==> src/rtl/debug_hex_mux.sv <==
// debug_hex_mux: picks one of N_CH probe words and shows it as DIGITS hex
// nibbles. Supports live view, trigger-armed freeze capture, timed
// auto-cycle through all channels, and a hold mode.
//
// state       | meaning
// ------------+-----------------------------------------------------------
// ST_ARMED    | freeze mode follows probe[sel], waiting for a trigger edge
// ST_CAPTURED | freeze mode holds the word captured on the trigger edge
module debug_hex_mux #(
  parameter int N_CH   = 8,
  parameter int DATA_W = 24,
  parameter int DIGITS = 6,
  parameter int DWELL  = 50_000_000,
  localparam int CW    = (N_CH > 1) ? $clog2(N_CH) : 1,
  localparam int CNT_W = $clog2(DWELL),
  localparam int HEX_W = 4 * DIGITS
) (
  input  logic                   Clk,
  input  logic                   Reset_n,
  input  logic [N_CH*DATA_W-1:0] probe_data,
  input  logic [CW-1:0]          sel,
  input  logic [1:0]             mode,
  input  logic                   trig,
  input  logic                   arm,
  output logic [HEX_W-1:0]       hex_digits,
  output logic [DIGITS-1:0]      digit_en,
  output logic [CW-1:0]          cur_ch,
  output logic                   captured
);

  localparam logic [1:0] MODE_LIVE   = 2'b00;
  localparam logic [1:0] MODE_FREEZE = 2'b01;
  localparam logic [1:0] MODE_AUTO   = 2'b10;
  localparam logic [1:0] MODE_HOLD   = 2'b11;

  localparam logic [0:0] ST_ARMED    = 1'b0;
  localparam logic [0:0] ST_CAPTURED = 1'b1;

  logic [HEX_W-1:0] hex_q, hex_d;
  logic [CW-1:0]    cur_ch_q, cur_ch_d;
  logic             captured_q, captured_d;
  logic [0:0]       state_q, state_d;
  logic [CNT_W-1:0] cnt_q, cnt_d;
  logic             trig_q;
  logic [1:0]       mode_q;
  logic             trig_edge;
  logic [HEX_W-1:0] sel_word, cur_word;

  // Out-of-range indices (non power-of-2 N_CH) read as zero.
  function automatic logic [HEX_W-1:0] pick(input logic [CW-1:0] idx,
                                            input logic [N_CH*DATA_W-1:0] probes);
    logic [HEX_W-1:0] w;
    w = '0;
    for (int k = 0; k < N_CH; k++) begin
      if (int'(idx) == k) w[DATA_W-1:0] = probes[k*DATA_W +: DATA_W];
    end
    return w;
  endfunction

  assign trig_edge = trig & ~trig_q;
  assign sel_word  = pick(sel, probe_data);
  assign cur_word  = pick(cur_ch_q, probe_data);

  // Static digit blanking: only nibbles overlapping the probe word are lit.
  for (genvar i = 0; i < DIGITS; i++) begin : g_den
    assign digit_en[i] = (4 * i < DATA_W);
  end

  // Next-state selection for display, channel, dwell counter and freeze FSM.
  always_comb begin
    hex_d      = hex_q;
    cur_ch_d   = cur_ch_q;
    captured_d = captured_q;
    state_d    = state_q;
    cnt_d      = cnt_q;
    // Leaving freeze mode always drops back to ARMED.
    if (mode != MODE_FREEZE) begin
      state_d    = ST_ARMED;
      captured_d = 1'b0;
    end
    case (mode)
      MODE_LIVE: begin
        cur_ch_d = sel;
        hex_d    = sel_word;
      end
      MODE_FREEZE: begin
        if (state_q == ST_ARMED) begin
          cur_ch_d = sel;
          hex_d    = sel_word;
          if (trig_edge) begin
            state_d    = ST_CAPTURED;
            captured_d = 1'b1;
          end
        end else if (arm) begin
          // arm beats a simultaneous trigger edge; display held this cycle
          state_d    = ST_ARMED;
          captured_d = 1'b0;
        end
      end
      MODE_AUTO: begin
        hex_d = cur_word;
        if (mode_q != MODE_AUTO) begin
          cur_ch_d = sel;
          cnt_d    = '0;
        end else if (cnt_q == CNT_W'(DWELL - 1)) begin
          cnt_d    = '0;
          cur_ch_d = (int'(cur_ch_q) >= N_CH - 1) ? '0 : cur_ch_q + CW'(1);
        end else begin
          cnt_d = cnt_q + CNT_W'(1);
        end
      end
      MODE_HOLD: begin
        hex_d    = hex_q;
        cur_ch_d = cur_ch_q;
      end
      default: ;
    endcase
  end

  // State registers with synchronous active-low reset.
  always_ff @(posedge Clk) begin
    if (!Reset_n) begin
      hex_q      <= '0;
      cur_ch_q   <= '0;
      captured_q <= 1'b0;
      state_q    <= ST_ARMED;
      cnt_q      <= '0;
      trig_q     <= 1'b0;
      mode_q     <= MODE_LIVE;
    end else begin
      hex_q      <= hex_d;
      cur_ch_q   <= cur_ch_d;
      captured_q <= captured_d;
      state_q    <= state_d;
      cnt_q      <= cnt_d;
      trig_q     <= trig;
      mode_q     <= mode;
    end
  end

  assign hex_digits = hex_q;
  assign cur_ch     = cur_ch_q;
  assign captured   = captured_q;

endmodule

==> config.mk <==
export PLATFORM = sky130hd
export DESIGN_NAME = debug_hex_mux
export DESIGN_NICKNAME = d
export VERILOG_FILES = /design/src/rtl/debug_hex_mux.sv
export SDC_FILE = /design/constraint.sdc
export NUM_CORES = 1
export LEC_CHECK = 0
export ABC_AREA = 1
export BUFFER_PORTS_ARGS = -buffer_cell sky130_fd_sc_hd__buf_2
export CORE_MARGIN = 2
export CORE_UTILIZATION = 38
export CTS_CLUSTER_DIAMETER = 150
export DETAILED_ROUTE_END_ITERATION = 10
export PLACE_DENSITY = 0.71
export SLEW_MARGIN = 20
export SYNTH_ARGS = -nofsm -noshare
export SYNTH_HDL_FRONTEND = slang
export SYNTH_SLANG_ARGS = --single-unit
==> constraint.sdc <==
create_clock -name Clk -period 3.5 [get_ports Clk]
set_clock_uncertainty 0.1 [all_clocks]
set_input_delay 0.175 -clock Clk [delete_from_list [all_inputs] [get_ports Clk]]
set_output_delay 0.175 -clock Clk [all_outputs]
set_load 0.02 [all_outputs]
; ---- Word-level counts from Yosys, hierarchy flattened
; Index checks and enable logic that the tools add are counted.
[totals]
ramBits = 0
in_bits = 201
latchBits = 0
mem_count = 0
rom_bits = 0
elab_cells = 75
ff_bits = 58
output_inout_bits = 34
[classes]
n_lt_le_gt_ge = 1
bitwise_logic = 3
n_div = 0
n_addsub = 2
muxes = 35
mul = 0
n_shift = 0
reduce_logical = 5
eq_ne = 22
[op_table]
columns = op, count
row1 = 24-bit two-way mux, 17
row2 = 24-bit case mux with 3 select lines, 1
row3 = 26-bit two-way mux, 2
row4 = 26-bit by 1-bit adder with 26-bit output (second input constant), 1
row5 = 26-bit == test (second input constant), 1
row6 = 3-bit == test (second input constant), 8
row7 = 3-bit by 2-bit == test with 1-bit output (second input constant), 4
row8 = 3-bit two-way mux, 4
row9 = 1-bit two-way mux, 10
row10 = 3-bit case mux with 3 select lines, 1
row11 = 3-bit by 1-bit == test with 1-bit output (second input constant), 2
row12 = 3-bit logical NOT, 2
row13 = 2-bit == test (second input constant), 2
row14 = 2-bit != test (second input constant), 2
row15 = 3-bit by 1-bit adder with 3-bit output (second input constant), 1
row16 = 3-bit greater-or-equal comparator (second input constant), 1
row17 = 3-bit != test (second input constant), 1
row18 = 3-bit AND reduction, 1
row19 = 2-bit by 1-bit == test with 1-bit output (second input constant), 1
row20 = 2-bit logical NOT, 1
row21 = 2-bit by 1-bit != test with 1-bit output (second input constant), 1
row22 = 1-bit inverter, 2
row23 = 2-bit AND reduction, 1
row24 = 1-bit bitwise AND, 1

; ---- Longest topological paths before layout
; Gate-level depths: netlist of the first run.
[logic_depth]
word_depth = 11
mapped_depth = 17

; ---- Worst setup path after synthesis of the first run
; Ideal clock, no wire load.
[synth_path]
path_kind = register to register
start = register cur_ch_q[2] (netlist: cur_ch[2])
end = register hex_q[11] (netlist: hex_digits[11])
arrival_time_ns = 2.039
path_stages_with_launch = 18
n_path_buf = 3
path_slack_ns = 1.252
setup_time_ns = 0.109
period_less_slack_ns = 2.248
cell_sequence = dfxtp_1 > buf_4 > inv_2 > buf_2 > ha_1 > clkinv_1 > clkbuf_1 > o21ai_0 > inv_1 > nand2_1 > nand2_1 > nand2_1 > nand2_1 > nand2_1 > nand2_1 > nand3_1 > nand2_1 > inv_1
[synth_between]
elab_chain_cells = 10
elab_cells_between_ends = 17
[synth_rtl]
columns = element, line
row1 = start: declaration, 40  ; logic [CW-1:0] cur_ch_q, cur_ch_d;
row2 = start signal: assignment, 132  ; cur_ch_q <= cur_ch_d;
row3 = 3-bit logical NOT, 55  ; if (int'(idx) == k) w[DATA_W-1:0] = probes[k*DATA_W +: DATA_W];
row4 = 24-bit two-way mux (7 in a row), 55
row5 = 24-bit two-way mux *, 55
row6 = 24-bit case mux with 3 select lines *, 81  ; case (mode)
row7 = end signal: assignment, 123  ; hex_q <= '0;
row8 = end signal: assignment, 131  ; hex_q <= hex_d;
row9 = end: declaration, 39  ; logic [HEX_W-1:0] hex_q, hex_d;
; Mark *: on every way between the ends. The rest lies on a longest branch, timed or not.
; A chain may end at the register's enable or synchronous reset.

; ---- Worst setup path after layout of the first run
[layout_path]
start = input port mode[1]
end = register hex_q[15] (netlist: hex_digits[15])
[layout_between]
elab_chain_cells = 3
elab_cells_between_ends = 8
[layout_rtl]
columns = element, line
row1 = start: declaration, 22  ; input logic [1:0] mode,
row2 = 2-bit by 1-bit == test with 1-bit output / 2-bit == test (equally long branches), 81
row3 = 2-bit != test (no line) / 1-bit inverter (equally long branches), --
row4 = 2-bit AND reduction (no line), --
; Parallel ways exist; a longest one is shown, timed or not.

==> results of run 1 <==
-- worst min path at each step --
stage                                endpoint  slack [ps]
after detailed placement    trig_q$_SDFF_PN0_         270
after CTS                  state_q$_SDFF_PN0_           3
after global routing       state_q$_SDFF_PN0_          50
final                      state_q$_SDFF_PN0_           9
after global placement      trig_q$_SDFF_PN0_         270
after floorplan           captured$_SDFF_PN0_         150
-- placed cells by master, fill, tap and decap left out, types with 5 or more instances in the layout --
cell,n
nor2_1,138
nor3_1,8
inv_1,195
inv_2,5
a21oi_1,102
nand2_2,5
buf_4,14
nor2_4,5
o211ai_1,22
buf_2,228
xor2_1,5
nand3_1,119
dfxtp_1,58
or2_2,27
nand2_1,441
nand4_1,38
or2_0,21
conb_1,6
ha_1,7
clkbuf_16,9
o21ai_0,54
-- flip-flops by register name, summed over array words and instances, names as in the netlist --
name and flops:
hex_digits 24, cnt_q 26, mode_q 2, trig_q 1
state_q 1, captured 1, cur_ch 3
-- power groups by stage --
stage	registers [uW]	logic [uW]	clock network (uW)
after floorplan	769	573	0
after global placement	738	941	0
after detailed placement	738	947	0
after CTS	725	954	910
after global routing	729	1080	942
final	724	958	894
-- routing by layer --
layer  vias up  share of wire [%]  track usage, %
met5         -                  0               0
met2       429                 47            47.9
met3        83                7.9            4.35
met4         0                4.8            12.6
met1      4219                 40            34.1
li1       4635                  -               -
-- worst register-to-register path: cells and delay by family, from the launching register on --
kind / cells / cell delay, ps
AOI/OAI and AO/OA: 1 / 160
adders and majority gates: 1 / 350
buffers and inverters: 5 / 1150
DFF: 1 / 410
and+or+nand+nor: 8 / 500
-- final cells by class --
cell class                      instances  area (sq um)  share of cell area, %
Clock buffer                           11           243                   2.82
Multi-Input combinational cell       1026          4780                   55.6
Antenna cell                            4          10.0                  0.116
Timing Repair Buffer                  245          1290                   15.0
Inverter                              205           772                   8.98
Sequential cell                        58          1160                   13.5
Tap cell                              234           293                   3.40
Clock inverter                          5          53.8                  0.626
-- through the flow --
stage                     cell area, sq um  utilization, %
after floorplan                       7130               -
after global placement                8270            44.7
after detailed placement              8270            44.7
after CTS                             8590            46.4
after global routing                  8590            46.4
final                                 8600            46.4
-- logic make-up after synthesis --
kind of cell	Yosys count	synth area share, %
AOI/OAI and AO/OA	190	14.4
and+or+nand+nor	817	50.4
other	1	0.0527
xor gates and xnor gates	6	0.739
adders and majority gates	7	1.23
buffers and inverters	288	16.9
DFF	58	16.3
-- timing repair --
action,in CTS,in global routing
endpoints found under the setup margin,0,0
hold endpoints to repair,3,0
hold buffers,2,0
==> run summary, run 1 <==
Status: finished with violations
Failing checks: design-rule violations
Mapped Area: 0.00712 sq mm
Clock network power share: 34.7%
Tmin final: 2760 ps
Area grow syn2layout: 20.9%
Sequential power share: 28.1%
Full die area: 0.0198 sq mm
Worst Hold Launch: arm
Async SR Flop Fraction: 0%
CP endpoint: hex_digits[15]$_SDFFE_PN0P_
Max Transition Viols Final: 0
Nets: 1753
WS Path Type: in2reg
Crit path from: mode[1]
Fmax: 363 MHz
Row cnt: 50
Total chip power: 2580 uW
CTS clk-pin slew, worst paths: 50 ps
H-tree depth: 3
Final Cycle Share: 78.7%
Psw: 972 uW
Vias per cell: 5.24
Chip height: 141 um
Hold Path Stages: 4
Yosys warns: 0
Initial antenna violation count: 2
Reg-to-reg slack, setup: 760 ps
Clock Root Buffer: clkbuf_16
Share of layout cells above drive strength 1: 20.1%
Crit path max fanout: 29
Number of fill cells: 2097
Min Hold Slack: 8.79 ps
CTS tree: done
Pre-CTS setup slack: 817 ps
Core Area: 0.0185 sq mm
RSZ-0062 raised after global routing: false
Gate power share: 37.2%
Pleak: 0.00470 uW
Post-cts resize count: 0
Internal power: 1600 uW
Post-synth EDFFs: 0
Port buffer count: 228
Required @ worst endpoint: 3680 ps
GRT Total Usage: 27.8%
Top post-synthesis cells by area: nand2_1 (23%), dfxtp_1 (16%), inv_1 (10%), nand3_1 (8.4%), nor2_1 (7.3%)
Crit-path cells: dlygate4sd3_1, buf_2, inv_1, nor2_4, buf_4, clkinv_1, buf_4, a21oi_1, nand2_1, nand3_1, nand2_1, inv_1
Final setup fails: 0
Half-perimeter wire length after placement: 20900 um
PwrDens: 300 mW/mm^2
Post-synth top area share: 23.3%
Delay-heaviest family, CP: buffers and inverters
Final WL: 27800 um
Die Width: 141 um
Placed cells: 1766
First-pass iteration count of the detailed router: 5
Reg-to-reg critical path endpoint: hex_digits[22]$_SDFFE_PN0P_
Clk Latency, worst-skew pair: 340 ps
Tightest Pin Transition: 938 ps
Final Non-Filler Cells: 1788
Flops & latches, synth: 58
Startpoint types: primary input
CTS buffer count: 9
Most frequent cells after synthesis: nand2_1 (441), inv_1 (195), nor2_1 (138)
Vias in the first global route: 8935
Prevailing post-synth register cell: dfxtp_1
Drt drc: 1
Drt initial violations: 735
Sw Ratio: 37.7%
Seq/Total Area, Yosys: 16.3%
CTS sink cnt: 58
CP Depth: 12
I/O pin count: 235
Synth Area per Inst: 5.21 sq um
CTS Buffer Depth: 2
Vias: 9366
Slowest cell on the critical path: clkinv_1
Total grt overflow: 0
Reg2reg path depth: 15
Worst R2R Start: cur_ch[2]$_SDFFE_PN0P_
Pin count of the biggest net entering global routing: 49
Post-synth cell types: 39
Syn Inst Count: 1367
Worst VDD drop: 0.183 mV
Setup TNS: 0 ps
Max_cap viols: 0
Max_slew headroom: 37.3%
Per-cell routed wire length: 15.5 um
Setup Buffers After CTS: 0
Initial Utilization: 38.4%
Hold Path Class: in2reg
Setup crit end kind: flip-flop
Remaining antenna violation count: 0
Final Hold Viols: 0
CP Buf/Inv Count: 7
Count leader, synth: nand2_1
Area leader, netlist: nand2_1
Critical path's largest stage delay: 640 ps
Fin worst setup slack: 745 ps
Critical path arrival: 2930 ps
GP Congestion: 0.908
First-pass GRT wire length: 44200 um
Note: power is estimated with default switching activity, not from simulation.
==> run 2, diff against run 1 <==
--- a/config.mk
+++ b/config.mk
@@ -5,13 +5,13 @@
 export SDC_FILE = /design/constraint.sdc
 export NUM_CORES = 1
 export LEC_CHECK = 0
-export ABC_AREA = 1
+export ABC_AREA = 0
 export BUFFER_PORTS_ARGS = -buffer_cell sky130_fd_sc_hd__buf_2
 export CORE_MARGIN = 2
 export CORE_UTILIZATION = 38
 export CTS_CLUSTER_DIAMETER = 150
 export DETAILED_ROUTE_END_ITERATION = 10
-export PLACE_DENSITY = 0.71
+export PLACE_DENSITY = 0.72
 export SLEW_MARGIN = 20
 export SYNTH_ARGS = -nofsm -noshare
 export SYNTH_HDL_FRONTEND = slang
==> constraint.sdc (replaced) <==
create_clock -name Clk -period 2.6 [get_ports Clk]
set_clock_uncertainty 0.1 [all_clocks]
set_input_delay 0.13 -clock Clk [delete_from_list [all_inputs] [get_ports Clk]]
set_output_delay 0.13 -clock Clk [all_outputs]
set_load 0.02 [all_outputs]
==> run summary, run 2 <==
Status: finished, final reports clean
Vias: 8342
Total grt overflow: 0
Half-perimeter wire length after placement: 20300 um
N_diodes: 0
Slowest cell on the critical path: dfxtp_1
Max reg flops: 26
Initial Utilization: 38.6%
GRT Total Usage: 30.3%
Max_slew headroom: 44.3%
Post-synth top area share: 18.2%
Row cnt: 47
Final setup fails: 0
Prevailing post-synth register cell: dfxtp_1
Commonest non-fill, non-tap cell in the layout: buf_2
Met2 routed WL: 12900 um
Initial antenna violation count: 1
Share of layout cells above drive strength 1: 31.5%
Port buffer count: 228
Post-synth EDFFs: 0
First-pass iteration count of the detailed router: 7
Max Transition Viols Final: 0
Post-synth cell types: 63
Most used cell, CP: a221oi_1
Uppermost layer routed: met5
Remaining antenna violation count: 0
H-tree depth: 3
Crit-path cells: inv_1, ha_2, o21a_1, a221oi_1, o211ai_1, a221oi_1, a211oi_1
Drt initial violations: 985
Critical path arrival: 2550 ps
GP Congestion: 0.943
Full die area: 0.0178 sq mm
Fmax: 410 MHz
Routed wl met3: 3250 um
CTS buffer count: 9
Final Cycle Share: 93.9%
Syn Inst Count: 875
Nets: 1267
Clock Root Buffer: clkbuf_16
Largest register by flop count: cnt_q
Count leader, synth: nand2_1
Crit path max fanout: 17
Hold Path Class: in2reg
Required @ worst endpoint: 2710 ps
Pleak: 0.00320 uW
Core Area: 0.0165 sq mm
Tmin final: 2440 ps
Area grow syn2layout: 25.4%
Vias per cell: 6.51
Top post-synthesis cells by area: dfxtp_1 (18%), a21oi_1 (6.5%), nand2_1 (6.3%), mux2_2 (6.2%), o221ai_1 (4.9%)
Die Width: 134 um
First-pass GRT wire length: 42700 um
Mapped Area: 0.00638 sq mm
Setup TNS: 0 ps
WS Path Type: reg2reg
Critical path's largest stage delay: 480 ps
Seq/Total Area, Yosys: 18.2%
Per-cell routed wire length: 21.5 um
Yosys warns: 0
Pin count of the biggest net entering global routing: 53
CTS clk-pin slew, worst paths: 60 ps
Clk Latency, worst-skew pair: 340 ps
Setup Buffers After CTS: 0
Most frequent cells after synthesis: nand2_1 (107), a21oi_1 (83), dfxtp_1 (58)
Commonest non-fill, non-tap cells in the layout: buf_2 (227), nand2_1 (106), a21oi_1 (82), dfxtp_1 (58), nor2_1 (55)
Synth Area per Inst: 7.29 sq um
Max_cap viols: 0
Chip height: 134 um
Async SR Flop Fraction: 0%
CTS tree: done
Final Hold Viols: 0
RSZ-0062 raised after global routing: false
Min Hold Slack: 9.13 ps
Area leader, netlist: dfxtp_1
Final WL: 27600 um
Setup crit end kind: flip-flop
I/O pin count: 235
Flops & latches, synth: 58
Routed met1 length: 10300 um
PwrDens: 423 mW/mm^2
Drt drc: 0
Startpoint types: flip-flop
Worst VDD drop: 0.312 mV
CTS Buffer Depth: 2
Tightest Pin Transition: 836 ps
CTS sink cnt: 58
Vias in the first global route: 7971
[run 2: changes by cell type after synthesis, moves of 23 or more]
| cell | before | now |
|---|---|---|
| nand2_1 | 441 | 107 |
| o221ai_1 | 0 | 36 |
| and3b_1 | 0 | 23 |
| mux2i_1 | 0 | 28 |
| nor2_1 | 138 | 55 |
| nand3_1 | 119 | 14 |
| mux2_2 | 0 | 35 |
| a31oi_1 | 1 | 30 |
| o22ai_1 | 1 | 30 |
| nand4_1 | 38 | 7 |
| or2_2 | 27 | 1 |
| clkbuf_1 | 32 | 57 |
| a221oi_1 | 1 | 27 |
| inv_1 | 195 | 13 |
[run 2: kinds of logic (layout without fill, tap and decap cells)]
family                     Yosys count  count (layout)  synth area share, %
AOI/OAI and AO/OA                  348             348                 37.4
and+or+nand+nor                    280             280                 22.4
buffers and inverters              110             292                 7.57
muxes                               69              69                 12.7
DFF                                 58              58                 18.2
adders and majority gates            7               7                 1.37
xor gates and xnor gates             2               2                0.275
other                                1               6               0.0588
[run 2: where the power goes]
part	internal, uW	switching (uW)
registers	948	46.3
logic	535	755
clock network	657	445
total	2140	1250
[run 2: per-layer routing]
metal	up-vias	track usage, %
li1	3745	-
met2	647	49.4
met3	120	7.46
met5	-	0
met1	3828	37.7
met4	2	13.8
[run 2: worst paths after layout]
path	endpoint	slack, ps	depth (start not counted)	from
setup / recovery	hex_digits[22]$_SDFFE_PN0P_	160	7	cur_ch[0]$_SDFFE_PN0P_
hold / removal	hex_digits[20]$_SDFFE_PN0P_	9	3	probe_data[188]
setup reg to reg	hex_digits[22]$_SDFFE_PN0P_	160	7	cur_ch[0]$_SDFFE_PN0P_
hold reg to reg	cnt_q[25]$_SDFFE_PN0P_	370	2	cnt_q[25]$_SDFFE_PN0P_
[run 2: layout make-up]
| class | count | area [sq um] |
|---|---|---|
| sequential | 58 | 1160 |
| tap | 220 | 275 |
| clock inverter | 3 | 17.5 |
| timing repair buffer | 265 | 1470 |
| inverter | 13 | 48.8 |
| multi-input combinational | 712 | 4780 |
| fill | 1686 | 8530 |
| clock buffer | 11 | 243 |
[run 2: repair_timing]
item,in CTS,in global routing
endpoints found under the setup margin,0,4
endpoints found under the hold margin,1,0
hold buffers,1,0
gates resized for setup,0,1
[run 2: metrics by stage]
step | cell area, sq um | power (uW) | utilization, % | setup WS [ps] | std cells
after floorplan | 6400 | 1760 | - | 157 | 880
final | 8000 | 3390 | 48.4 | 158 | 1282
after global routing | 8000 | 3520 | 48.4 | 17.4 | 1282
after detailed placement | 7730 | 2270 | 46.8 | 111 | 1267
after global placement | 7730 | 2260 | 46.8 | 305 | 1267
after CTS | 8000 | 3360 | 48.4 | 102 | 1282
[run 2: worst max-delay path, delay by kind of cell (launching register included)]
kind	cells	cell delay, ps
flip-flops	1	480
adder cells (fa/ha/maj)	1	290
AO/OA/AOI/OAI	5	1330
buffers and inverters	1	110
